`src/rtl/fault_campaign_ctrl.sv`:
```
// Stuck-at fault-injection campaign sequencer: one golden pass, then one pass per
// fault index, each compacted into a MISR signature and compared with the golden one.
module fault_campaign_ctrl #(
   parameter int              IDXW   = 32,
   parameter int              CYCW   = 16,
   parameter int              SIGW   = 32,
   parameter logic [SIGW-1:0] POLY   = 32'h04C11DB7,
   parameter int              RSTCYC = 2
) (
   input  logic            clk,
   input  logic            rst_n,
   input  logic            start,
   input  logic            abort,
   input  logic [IDXW-1:0] num_faults,
   input  logic [CYCW-1:0] test_cycles,
   input  logic [SIGW-1:0] observe,
   output logic [IDXW-1:0] stuck,
   output logic            dut_rst_n,
   output logic            test_active,
   output logic            busy,
   output logic            done,
   output logic            result_valid,
   output logic [IDXW-1:0] result_idx,
   output logic            result_detected,
   output logic [IDXW-1:0] detected_count,
   output logic [IDXW-1:0] undetected_count
);

   localparam int RCW  = $clog2(RSTCYC + 1);
   localparam int CNTW = (CYCW > RCW) ? CYCW : RCW;

   typedef enum logic [2:0] {
      s_idle, s_grst, s_grun, s_gcap, s_frst, s_frun, s_fcmp, s_done
   } state_t;

   state_t            state, state_nxt;
   logic [CNTW-1:0]   cnt;
   logic [CYCW-1:0]   tlen;
   logic [IDXW-1:0]   nf;
   logic [IDXW-1:0]   k;
   logic [SIGW-1:0]   sig;
   logic [SIGW-1:0]   golden;
   logic [SIGW-1:0]   misr_nxt;
   logic [IDXW-1:0]   det_cnt;
   logic [IDXW-1:0]   undet_cnt;
   logic              active_q;
   logic              rst_last;
   logic              run_last;
   logic              last_fault;
   logic              mismatch;

   assign misr_nxt   = {sig[SIGW-2:0], 1'b0} ^ (sig[SIGW-1] ? POLY : '0) ^ observe;
   assign rst_last   = (cnt == CNTW'(RSTCYC - 1));
   assign run_last   = (cnt == (CNTW'(tlen) - CNTW'(1)));
   assign last_fault = (k == (nf - IDXW'(1)));
   assign mismatch   = (sig != golden);

   assign test_active      = active_q;
   assign result_idx       = k;
   assign detected_count   = det_cnt;
   assign undetected_count = undet_cnt;

   // NOTE: sequential state uses non-blocking assignments so every flop samples pre-edge values.
   always_ff @(posedge clk) begin
      if (!rst_n) state <= s_idle;
      else        state <= state_nxt;
   end

   // NOTE: every output of this block gets a default first, so no path can infer a latch.
   always_comb begin
      state_nxt       = state;
      stuck           = '1;
      dut_rst_n       = 1'b1;
      busy            = 1'b1;
      done            = 1'b0;
      result_valid    = 1'b0;
      result_detected = 1'b0;
      case (state)
         s_idle: begin
            busy = 1'b0;
            if (start) state_nxt = s_grst;
         end
         s_grst: begin
            dut_rst_n = 1'b0;
            if (rst_last) state_nxt = s_grun;
         end
         s_grun: if (run_last) state_nxt = s_gcap;
         s_gcap: state_nxt = (nf == '0) ? s_done : s_frst;
         s_frst: begin
            stuck     = k;
            dut_rst_n = 1'b0;
            if (rst_last) state_nxt = s_frun;
         end
         s_frun: begin
            stuck = k;
            if (run_last) state_nxt = s_fcmp;
         end
         s_fcmp: begin
            stuck           = k;
            result_valid    = 1'b1;
            result_detected = mismatch;
            state_nxt       = last_fault ? s_done : s_frst;
         end
         s_done: begin
            busy = 1'b0;
            done = 1'b1;
            if (start) state_nxt = s_grst;
         end
         default: state_nxt = s_idle;
      endcase
      // Abort only matters mid-campaign; in IDLE/DONE a simultaneous start wins.
      if (busy && abort) state_nxt = s_idle;
   end

   always_ff @(posedge clk) begin
      if (!rst_n) begin
         cnt       <= '0;
         tlen      <= '0;
         nf        <= '0;
         k         <= '0;
         sig       <= '0;
         golden    <= '0;
         det_cnt   <= '0;
         undet_cnt <= '0;
         active_q  <= 1'b0;
      end else begin
         active_q <= (state_nxt == s_grun) || (state_nxt == s_frun);
         // Phase counter restarts on every state change.
         cnt <= (state_nxt != state) ? '0 : cnt + CNTW'(1);
         case (state)
            s_idle, s_done: begin
               if (start) begin
                  nf        <= num_faults;
                  tlen      <= (test_cycles == '0) ? CYCW'(1) : test_cycles;
                  det_cnt   <= '0;
                  undet_cnt <= '0;
                  k         <= '0;
               end
            end
            s_grst, s_frst: sig <= '0;
            s_grun, s_frun: sig <= misr_nxt;
            s_gcap:         golden <= sig;
            s_fcmp: begin
               if (mismatch) det_cnt   <= det_cnt + IDXW'(1);
               else          undet_cnt <= undet_cnt + IDXW'(1);
               if (!last_fault && !abort) k <= k + IDXW'(1);
            end
            default: ;
         endcase
      end
   end

endmodule

```
`config.mk`:
```
export PLATFORM = sky130hd
export DESIGN_NAME = fault_campaign_ctrl
export DESIGN_NICKNAME = d
export VERILOG_FILES = /design/src/rtl/fault_campaign_ctrl.sv
export SDC_FILE = /design/constraint.sdc
export NUM_CORES = 1
export LEC_CHECK = 0
export ABC_AREA = 0
export BUFFER_PORTS_ARGS = -buffer_cell sky130_fd_sc_hd__buf_2
export CAP_MARGIN = 30
export CORE_MARGIN = 1
export CORE_UTILIZATION = 44
export DETAILED_ROUTE_END_ITERATION = 6
export PLACE_DENSITY = 0.69
export SETUP_SLACK_MARGIN = 0.05
export SLEW_MARGIN = 20
export SYNTH_ARGS = -nofsm -noshare
export SYNTH_HDL_FRONTEND = slang
export SYNTH_SLANG_ARGS = --single-unit
export TNS_END_PERCENT = 100
```
`constraint.sdc`:
```
create_clock -name clk -period 3.8 [get_ports clk]
set_input_delay 0.38 -clock clk [delete_from_list [all_inputs] [get_ports clk]]
set_output_delay 0.38 -clock clk [all_outputs]
set_load 0.02 [all_outputs]
```
==> results by group <==
Global route
  – Total GRT Usage: 0.2226
  – Remaining global-route overflow: 0
  – First-pass GRT wire length: between 50 and 60 mm
  – Met2 global-route usage: 0.3620
  – Vias in the first global route: 10486
  – Most Used Layer, Global Route: met2
  – Largest net degree at the start of global routing: 77
  – GR Layer Usage met3: 0.04827
  – Met1 Use GR: 0.2980
  – Initial antenna violation count: 4

Timing
  – RSZ-0062 raised after global routing: false
  – Slew of the pin with the lowest slew margin: 850.6 ps
  – Fin crit period: 3633 ps
  – Final Hold Viols: 0
  – Count of final setup violators: 0
  – Rel. slew slack: 0.4285
  – Skew final: 19.37 ps
  – Final setup TNS: 0 ps
  – Max Slew Vio Count: 0
  – Maximum clock frequency: 275.3 MHz
  – Fin crit share: 0.9560

Routing
  – DRC: 0
  – Via Count: about 12000
  – Wirelength per Cell: 15.60 microns
  – Remaining antenna violation count: 0
  – Iter 0 DRT Violations: around 720
  – Via/cell ratio: 5.470
  – Pre-antenna DRT Iters: 5
  – WL final: 32.85 mm

Setup path
  – CP Max Fanout: 16
  – CP arrival: around 4000 ps
  – CP max stage cell: or4_4
  – Worst R2R Setup Slack: 170 ps
  – RR Startpoint: nf[15]$_SDFFE_PN0P_
  – Crit path top cell by count: or4_4
  – Worst setup SP type: flip-flop
  – Required time at the worst-slack endpoint: 4240 ps
  – Crit-path cells: or4_4 -> or2_1 -> o41ai_2 -> nand3_1 -> or4_1 -> or4_4 -> nand2_1 -> mux2_4 -> nor3b_1
  – Crit Path Class: reg -> reg
  – Worst path bufs/invs: 0
  – Top delay family on crit path: simple AND/OR/NAND/NOR gates
  – RR Endpoint: cnt[4]$_SDFF_PP0_
  – Worst setup EP type: flip-flop
  – R2R cell count: 9
  – Max incr delay on CP: 610 ps

Logic synthesis
  – Seq/Total Area, Yosys: 0.3714
  – Synth top area share: 0.3714
  – Unique masters post-synth: between 70 and 80
  – Post-synth EDFFs: 0
  – Primary FF master, synth: dfxtp_1
  – Synth Net Count: 1631
  – Synthesized area per cell: approximately 8.0 sq um
  – Ys Warns: 0
  – Cell count after synthesis: 1540
  – Synth area leader: dfxtp_1
  – Post-synth top cells: dfxtp_1, nand2_1, nor2_1, a21oi_1, xnor2_1
  – Cell Area, Synth: 0.01229 sq mm
  – Most frequent cell after synthesis: dfxtp_1
  – Leading post-synthesis cells by cell area: dfxtp_1, xnor2_1, nand2_1
  – FFs w/ async S/R, synth: 0
  – Yosys reg bits: 228

Placed design
  – Cell Area, Placed: 0.01363 sq mm
  – I/O Buffers: 217
  – Detailed placement HPWL: 23.10 mm
  – Final Wtd Congestion: just over 0.9

Final layout
  – Share of cells above drive strength 1: 0.1878
  – Area Overhead vs Synth: 17.88%
  – Layout Nets: 1805
  – Filler cells: 2608
  – Post-layout instance area: 0.01449 sq mm

Worst hold path
  – Hold crit path type: in -> reg
  – Hold path cells: 3
  – Hold endpoint: nf[0]$_SDFFE_PN0P_
  – Hold_sp: num_faults[0]

Clocking
  – Clock Latency Late Sink: 540 ps
  – Total CTS buffers: 26
  – Root Buffer Master: clkbuf_16
  – Htree depth: 1
  – CTS tree: built
  – Clock sink count: ~230
  – # hold bufs at CTS: 0
  – Reg clk slew, reported paths: 60 ps
  – Clock buffer depth: 3

Run
  – Max-cap viol count: 0

Die
  – Die height: 169.1 microns
  – Starting density of the core: 0.4523
  – # rows: 60
  – Full die area: 0.02861 sq mm
  – Core area: about 0.027 sq mm
  – Die Wd: 169.1 microns
  – Io pins: about 220

Power
  – Peak supply drop: 0.2767 mV
  – Total chip power: 5.558 mW
  – Leak pwr: 5.516 nW
  – Cell Pwr Density: 383.6 mW/mm^2

Status
  – Run status: completed
state kept, by name, summed over array words and instances, names as in the netlist:
register,count
undetected_count,32
test_active,1
tlen,16
result_idx,32
detected_count,32
cnt,16
nf,32
state,3
golden,32
sig,32
per-stage QoR:
| step | hold slack (ps) | cells | worst slack [ps] | utilization |
|---|---|---|---|---|
| global route | 73.06 | 2103 | 57.39 | 0.5329 |
| CTS | 60.89 | 2101 | 132.1 | 0.5314 |
| finish | 84.89 | 2105 | 167.1 | 0.5331 |
| global placement | 453.2 | 2055 | 231.5 | 0.5013 |
| detailed placement | 459.8 | 2056 | 158.9 | 0.5016 |
| floorplan | 448.1 | 1540 | 253.5 | - |
tightest hold or removal path, stage by stage:
cell and delay, ps:
buf_2 100, nand2_1 50, a21oi_1 50
cell families (layout without fill, tap and decap cells):
logic type | Yosys count | in the layout | share of synthesized area
muxes | 10 | 10 | 0.008551
xor gates and xnor gates | 197 | 197 | 0.1415
DFF | 228 | 228 | 0.3714
buffers and inverters | 120 | 311 | 0.04276
AOI/OAI and AO/OA | 276 | 276 | 0.1386
adders and majority gates | 7 | 7 | 0.007126
and+or+nand+nor | 702 | 702 | 0.2901
other | 0 | 2 | 0
cells in the final DEF (no fill, tap or decap), types with 15 or more instances in the layout:
master | netlist | routed
a21oi_1 | 120 | 120
a22oi_1 | 33 | 33
and3_1 | 29 | 29
buf_2 | 3 | 218
buf_4 | 2 | 28
clkbuf_16 | 0 | 26
dfxtp_1 | 228 | 228
inv_1 | 20 | 19
nand2_1 | 226 | 225
nand2b_1 | 29 | 29
nand3_1 | 51 | 51
nand4_1 | 45 | 45
nor2_1 | 131 | 130
nor2b_1 | 19 | 17
nor3_1 | 25 | 25
nor4_1 | 17 | 15
o21ai_0 | 35 | 35
o21ai_1 | 17 | 15
or3_1 | 45 | 44
xnor2_1 | 117 | 117
xor2_1 | 79 | 79
how the worst max path moves through the flow:
stage,cells after the start,slack [ps],startpoint,to
CTS,9,130,nf[2]$_SDFFE_PN0P_,cnt[4]$_SDFF_PP0_
floorplan,13,250,nf[15]$_SDFFE_PN0P_,cnt[0]$_SDFF_PP0_
global placement,9,230,nf[15]$_SDFFE_PN0P_,cnt[6]$_SDFF_PP0_
detailed placement,9,160,nf[15]$_SDFFE_PN0P_,cnt[4]$_SDFF_PP0_
global route,10,60,nf[2]$_SDFFE_PN0P_,cnt[4]$_SDFF_PP0_
finish,9,170,nf[15]$_SDFFE_PN0P_,cnt[4]$_SDFF_PP0_
layout make-up:
cell class	count	area, sq um	area share
Multi-Input combinational cell	1192	7264	0.5014
Sequential cell	228	4564	0.3151
Timing Repair Buffer	246	1301	0.08982
Clock buffer	32	703.2	0.04854
Tap cell	372	465.4	0.03213
Clock inverter	13	107.6	0.007427
Inverter	20	76.32	0.005268
Antenna cell	2	5.005	0.0003455
routing by layer:
metal  vias to the layer above  part of all wire
met1                      5428              0.46
li1                       5717                 -
met4                         2             0.024
met3                        56             0.063
met5                         -           0.00040
met2                       312              0.45
report_power, final:
part | switching, mW | total (mW) | internal [mW]
Sequential | 0.0659 | 2.50 | 2.43
Clock | 1.02 | 2.40 | 1.38
Combinational | 0.390 | 0.663 | 0.273
repair_timing:
action | in CTS | in global routing
endpoints found under the setup margin | 0 | 9
setup buffers | 0 | 1
gates resized for setup | 0 | 5
Power figures use the tool's default switching activity.
